### config.mk
export PLATFORM = sky130hd
export DESIGN_NAME = instr_fetch_unit
export DESIGN_NICKNAME = d
export VERILOG_FILES = /design/src/rtl/instr_fetch_unit.sv
export SDC_FILE = /design/constraint.sdc
export NUM_CORES = 1
export LEC_CHECK = 0
export ABC_AREA = 1
export CAP_MARGIN = 15
export CORE_AREA = 2 2 107 109
export CTS_BUF_LIST = sky130_fd_sc_hd__clkbuf_4 sky130_fd_sc_hd__clkbuf_8
export CTS_CLUSTER_DIAMETER = 100
export DETAILED_ROUTE_END_ITERATION = 7
export DIE_AREA = 0 0 109 111
export HOLD_SLACK_MARGIN = 0.05
export PLACE_DENSITY = 0.68
export REMOVE_ABC_BUFFERS = 1
export SLEW_MARGIN = 20
export SYNTH_ARGS = -nofsm -noshare
export SYNTH_HDL_FRONTEND = slang
export SYNTH_SLANG_ARGS = --single-unit
### constraint.sdc
create_clock -name clk -period 1.5 [get_ports clk]
set_input_delay 0.3 -clock clk [delete_from_list [all_inputs] [get_ports clk]]
set_output_delay 0.3 -clock clk [all_outputs]
set_load 0.02 [all_outputs]
### src/rtl/instr_fetch_unit.sv
// Instruction fetch unit: drives the IRAM read address, reassembles one- and
// two-word instructions and presents them to decode over valid/ready.
// Handles jump redirects from the core and halts on ENDOP.
// Optional build macro: NOP_SKIP_EN -- NOP opcodes are dropped in fetch
// instead of being presented to the core.
module instr_fetch_unit #(
  parameter int              ADDR_W   = 16,
  parameter logic [ADDR_W-1:0] RESET_PC = '0,
  parameter logic [15:0]     OP_LDAC  = 16'd7,
  parameter logic [15:0]     OP_STAC  = 16'd11,
  parameter logic [15:0]     OP_JUMP  = 16'd31,
  parameter logic [15:0]     OP_JUMPZ = 16'd33,
  parameter logic [15:0]     OP_ENDOP = 16'd37,
  parameter logic [15:0]     OP_NOP   = 16'd38
) (
  input  logic              clk,
  input  logic              rst,
  input  logic              start,
  output logic [ADDR_W-1:0] iram_addr,
  input  logic [15:0]       iram_data,
  output logic              instr_valid,
  input  logic              instr_ready,
  output logic [15:0]       instr_opcode,
  output logic [15:0]       instr_operand,
  output logic              instr_two_word,
  output logic [ADDR_W-1:0] instr_pc,
  input  logic              jump_en,
  input  logic [ADDR_W-1:0] jump_addr,
  output logic              halted,
  output logic              busy
);

  typedef enum logic [2:0] {
    IDLE, REQ_OP, CAP_OP, REQ_ARG, CAP_ARG, VALID, HALT
  } state_t;

`ifdef NOP_SKIP_EN
  localparam logic NOP_SKIP = 1'b1;
`else
  localparam logic NOP_SKIP = 1'b0;
`endif

  state_t            state, state_d;
  logic [ADDR_W-1:0] pc, pc_d, pc_inc, addr_d, ipc_d;
  logic [15:0]       opc_d, opr_d;
  logic              two_d, vld_d, halted_d;
  logic              op_two, skip_nop;

  assign pc_inc   = pc + {{(ADDR_W-1){1'b0}}, 1'b1};
  assign op_two   = iram_data inside {OP_LDAC, OP_STAC, OP_JUMP, OP_JUMPZ};
  assign skip_nop = NOP_SKIP && (iram_data == OP_NOP);
  assign busy     = (state != IDLE) && (state != HALT);

  // Next-state and next-value logic for the fetch sequencer and bundle registers
  always_comb begin
    state_d  = state;
    pc_d     = pc;
    addr_d   = iram_addr;
    opc_d    = instr_opcode;
    opr_d    = instr_operand;
    two_d    = instr_two_word;
    ipc_d    = instr_pc;
    vld_d    = instr_valid;
    halted_d = halted;
    case (state)
      IDLE: begin
        if (jump_en)    pc_d = jump_addr;
        else if (start) begin addr_d = pc; state_d = REQ_OP; end
      end
      REQ_OP:  state_d = CAP_OP;
      CAP_OP: begin
        pc_d = pc_inc;
        if (skip_nop) begin
          addr_d  = pc_inc;
          state_d = REQ_OP;
        end else begin
          opc_d = iram_data;
          ipc_d = pc;
          two_d = op_two;
          if (op_two) begin
            addr_d  = pc_inc;
            state_d = REQ_ARG;
          end else begin
            opr_d   = '0;
            vld_d   = 1'b1;
            state_d = VALID;
          end
        end
      end
      REQ_ARG: state_d = CAP_ARG;
      CAP_ARG: begin
        opr_d   = iram_data;
        pc_d    = pc_inc;
        vld_d   = 1'b1;
        state_d = VALID;
      end
      VALID: begin
        if (instr_ready) begin
          // address parks at the next PC even when halting, so a later
          // resume and an observer both see the true fetch point
          addr_d = pc;
          vld_d  = 1'b0;
          if (instr_opcode == OP_ENDOP) begin
            halted_d = 1'b1;
            state_d  = HALT;
          end else begin
            state_d  = REQ_OP;
          end
        end
      end
      HALT: begin
        if (jump_en)    pc_d = jump_addr;
        else if (start) begin halted_d = 1'b0; addr_d = pc; state_d = REQ_OP; end
      end
      default: state_d = IDLE;
    endcase
    // redirect beats any in-progress fetch and any handshake outcome
    if (busy && jump_en) begin
      pc_d     = jump_addr;
      addr_d   = jump_addr;
      vld_d    = 1'b0;
      halted_d = 1'b0;
      state_d  = REQ_OP;
    end
  end

  // State and datapath registers, synchronous reset
  always_ff @(posedge clk) begin
    if (rst) begin
      state          <= IDLE;
      pc             <= RESET_PC;
      iram_addr      <= RESET_PC;
      instr_opcode   <= '0;
      instr_operand  <= '0;
      instr_two_word <= 1'b0;
      instr_pc       <= '0;
      instr_valid    <= 1'b0;
      halted         <= 1'b0;
    end else begin
      state          <= state_d;
      pc             <= pc_d;
      iram_addr      <= addr_d;
      instr_opcode   <= opc_d;
      instr_operand  <= opr_d;
      instr_two_word <= two_d;
      instr_pc       <= ipc_d;
      instr_valid    <= vld_d;
      halted         <= halted_d;
    end
  end

endmodule

==> flow_summary.toml <==
[power]
power.switching_mw = 3.81
seqPwrFrac_pct = 30.8
clkPwrFrac_pct = 19.1
fin_total_pwr_mw = 9.57
p_per_area_nw_per_um2 = 1370
intPower_mw = 5.76
p_leak_nw = 3.21
swShare_pct = 39.8
ir_drop_uv = 867
p_comb_share_pct = 50.1

[sta]
finClkSkew_ns = 0.00911
finalSetupViolCount = 36
worst_pin_slew_ns = 0.327
fin_ws_ns = -0.136
fmax_mhz = 611
maxSlewHeadroom_pct = 78.2
fin_crit_sh_pct = 109
drv_slew = 0
period_minus_slack_ns = 1.64
hold_violations = 0
fin_tns_setup_ns = -2.38
rsz0062_at_grt = "yes"

[floorplan]
rows = 39
io_pins = 105
core_area_um2 = 11100
dieArea_um2 = 12100
initial_utilization_pct = 38.6
die_h_um = 111
die_w_um = 109

[logic_synthesis]
synth-xor-area-share_pct = 1.02
synth_top_area_share_pct = 40.2
synth_compound_gate_area_share_pct = 19.4
syn-mean-instance-area_um2 = 6.92
synth_cell_types = 39
yosys-top-cells-area = "dfxtp_1 40%, nand2_1 14%, a21oi_1 9.2%"
syn_inst = 618
synth_mux_area_share_pct = 0.468
yosysTopAreaCell = "dfxtp_1"
ys.flop_type = "dfxtp_1"
synth_seq_area_share_pct = 40.2
syn_area_um2 = 4280
synthArstFlopShare_pct = 0
synth-simple-area-share_pct = 28.9
ys_ff_latch = 86
synth_edf_count = 0
ys_warn_count = 0
synth_fa_ha_area_share_pct = 0.292
synth_top_family_by_area = "simple AND/OR/NAND/NOR gates"

[place]
dp.cells = 925
placed_area_um2 = 6070
post-place-ws_ns = -0.576
gp_congestion = 0.882
port_buffers = 104
hpwlAfterDp_mm = 9.54

[detailed_routing]
wl_per_cell_um = 15.3
dr.pass1.iters = 5
avgViaCountPerCell = 5.14
drt_wl_total_mm = 14.8
drc_errors = 0
postRouteAntennaNets = 0
drt_iter0_drc = 254
vias = 4969

[worst_hold_path]
hold_depth = 3
hold_path_end = "instr_operand[2]"
hold_class = "in2reg"
hold_start = "iram_data[2]"

[finish]
fin_cells = 966
syn2layout_area_growth_pct = 63.4
drive_gt1_share_pct = 29.9
final_cell_mix = "135 x nand2_1, 82 x dlygate4sd2_1, 78 x buf_4"
final_common_cell = "nand2_1"
diodes = 0
fill_cells = 930
stdcell_area_um2 = 6990
final_nets = 856

[setup_path]
required_ns = 1.77
path_class = "reg2reg"
cp_num_buf_inv = 3
start_kind = "register"
critPathMaxFanout = 5
crit_family = "simple AND/OR/NAND/NOR gates"
r2r_start = "state[1]"
worstPathCellList = "buf_6 -> nor3_4 -> inv_4 -> nor2_8 -> a21oi_4 -> nand2_4 -> nand2_8 -> buf_6 -> a21oi_2 -> nor2_1"
cp_slowest_cell = "dfxtp_4"
reg2reg_depth = 10
cp_common_cell = "buf_6"
cp-end-kind = "register"
r2r-end = "iram_addr[8]"
r2r_slack_ns = -0.14
arrival_ns = 1.91
max_stage_delay_ns = 0.39

[global_route]
grt_pass1_vias = 4779
antenna_found_initial = 0
grt_pass1_wl_mm = 22.4
grt_max_degree = 30
overflow = 0
grtUsageTotal_pct = 23.3

[clocking]
root_buffer = "clkbuf_8"
cts_buffer_depth = 2
worstSkewPairLatency_ns = 0.37
numClockSinks = 86
postCtsHoldBufs = 0
cts_buffers = 9
tritoncts = "done"
cts_max_level = 3
cts.reportedPaths.clkPinSlew_ns = 0.09

[run_status]
status = "complete, but fails checks"
violations = "setup timing"

[job]
cap_violations = 0
==> power by group through the flow <==
stage                     Clock [mW]  Combinational, mW  Sequential (mW)
after floorplan                    0               1.64             3.29
after global placement             0               3.74             2.94
after detailed placement           0               3.81             2.94
after CTS                       1.85               4.44             2.93
after global routing            1.94               5.17             3.00
final                           1.82               4.80             2.95
==> synth_stat cells, types with 3 or more instances <==
master      n
nor2_1     43
nand4_1     8
buf_6       4
clkbuf_1   17
nand2_1   159
buf_2       6
dfxtp_1    86
inv_2       4
nand3_1    40
nor3_1      6
nor2_4      4
a31oi_1     8
inv_1      54
o21ai_0    62
xnor2_1     3
o211ai_1    3
a21oi_1    79
==> sequential cells by signal, summed over array words and instances (netlist names) <==
name and flops:
instr_pc 16, instr_two_word 1, halted 1, instr_opcode 16, pc 16, instr_valid 1, state 3, instr_operand 16
iram_addr 16
==> cell type report <==
cell class	instances	area (µm²)	area share, %
Timing Repair Buffer	217	2020	28.9
Inverter	62	255	3.65
Tap cell	143	179	2.56
Clock buffer	10	131	1.88
Clock inverter	6	86.3	1.24
Multi-Input combinational cell	442	2570	36.8
Sequential cell	86	1750	25.0
==> worst reg2reg max path, stage by stage (launching register included) <==
cell     delay (ns)
dfxtp_4        0.39
buf_6          0.12
nor3_4         0.19
inv_4          0.10
nor2_8         0.14
a21oi_4        0.06
nand2_4        0.12
nand2_8        0.11
buf_6          0.14
a21oi_2        0.12
nor2_1         0.05
==> stage by stage <==
step	utilization, %	hold slack [ns]
6_report	63.1	0.392
4_1_cts	60.9	0.385
3_3_place_gp	54.8	0.448
2_1_floorplan	-	0.369
5_1_grt	63.1	0.426
3_5_place_dp	54.8	0.452
==> layer usage <==
metal | vias up | routed length (µm) | GRT usage [%] | part of all wire (%)
li1 | 2436 | - | - | -
met1 | 2291 | 5850 | 28.0 | 40
met2 | 207 | 7460 | 40.4 | 50
met3 | 35 | 1110 | 5.11 | 7.5
met4 | 0 | 375 | 7.95 | 2.5
met5 | - | 0 | 0 | 0
==> logic make-up after synthesis <==
group	Yosys count
and+or+nand+nor	273
AOI/OAI and AO/OA	158
buffers and inverters	93
DFF	86
xor gates and xnor gates	5
muxes	2
adders and majority gates	1
==> worst max-delay path by stage <==
stage                 startpoint           endpoint  slack (ns)  cells past startpoint
detailed placement  iram_data[0]  instr_operand[13]       -0.58                     12
finish                  state[1]       iram_addr[8]       -0.14                     10
CTS                     state[1]       iram_addr[8]       -0.12                     10
global route            state[2]       iram_addr[6]       -0.24                     10
floorplan               state[1]      iram_addr[11]       -0.51                      9
global placement    iram_data[0]  instr_operand[15]       -0.53                     12
==> repair_timing <==
| action | CTS | global route |
|---|---|---|
| pin swaps | 42 | 38 |
| endpoints found under the setup margin | 128 | 62 |
| setup buffers | 16 | 7 |
| resized for setup | 196 | 66 |
| cloned | 4 | 1 |
Power figures use the tool's default switching activity.
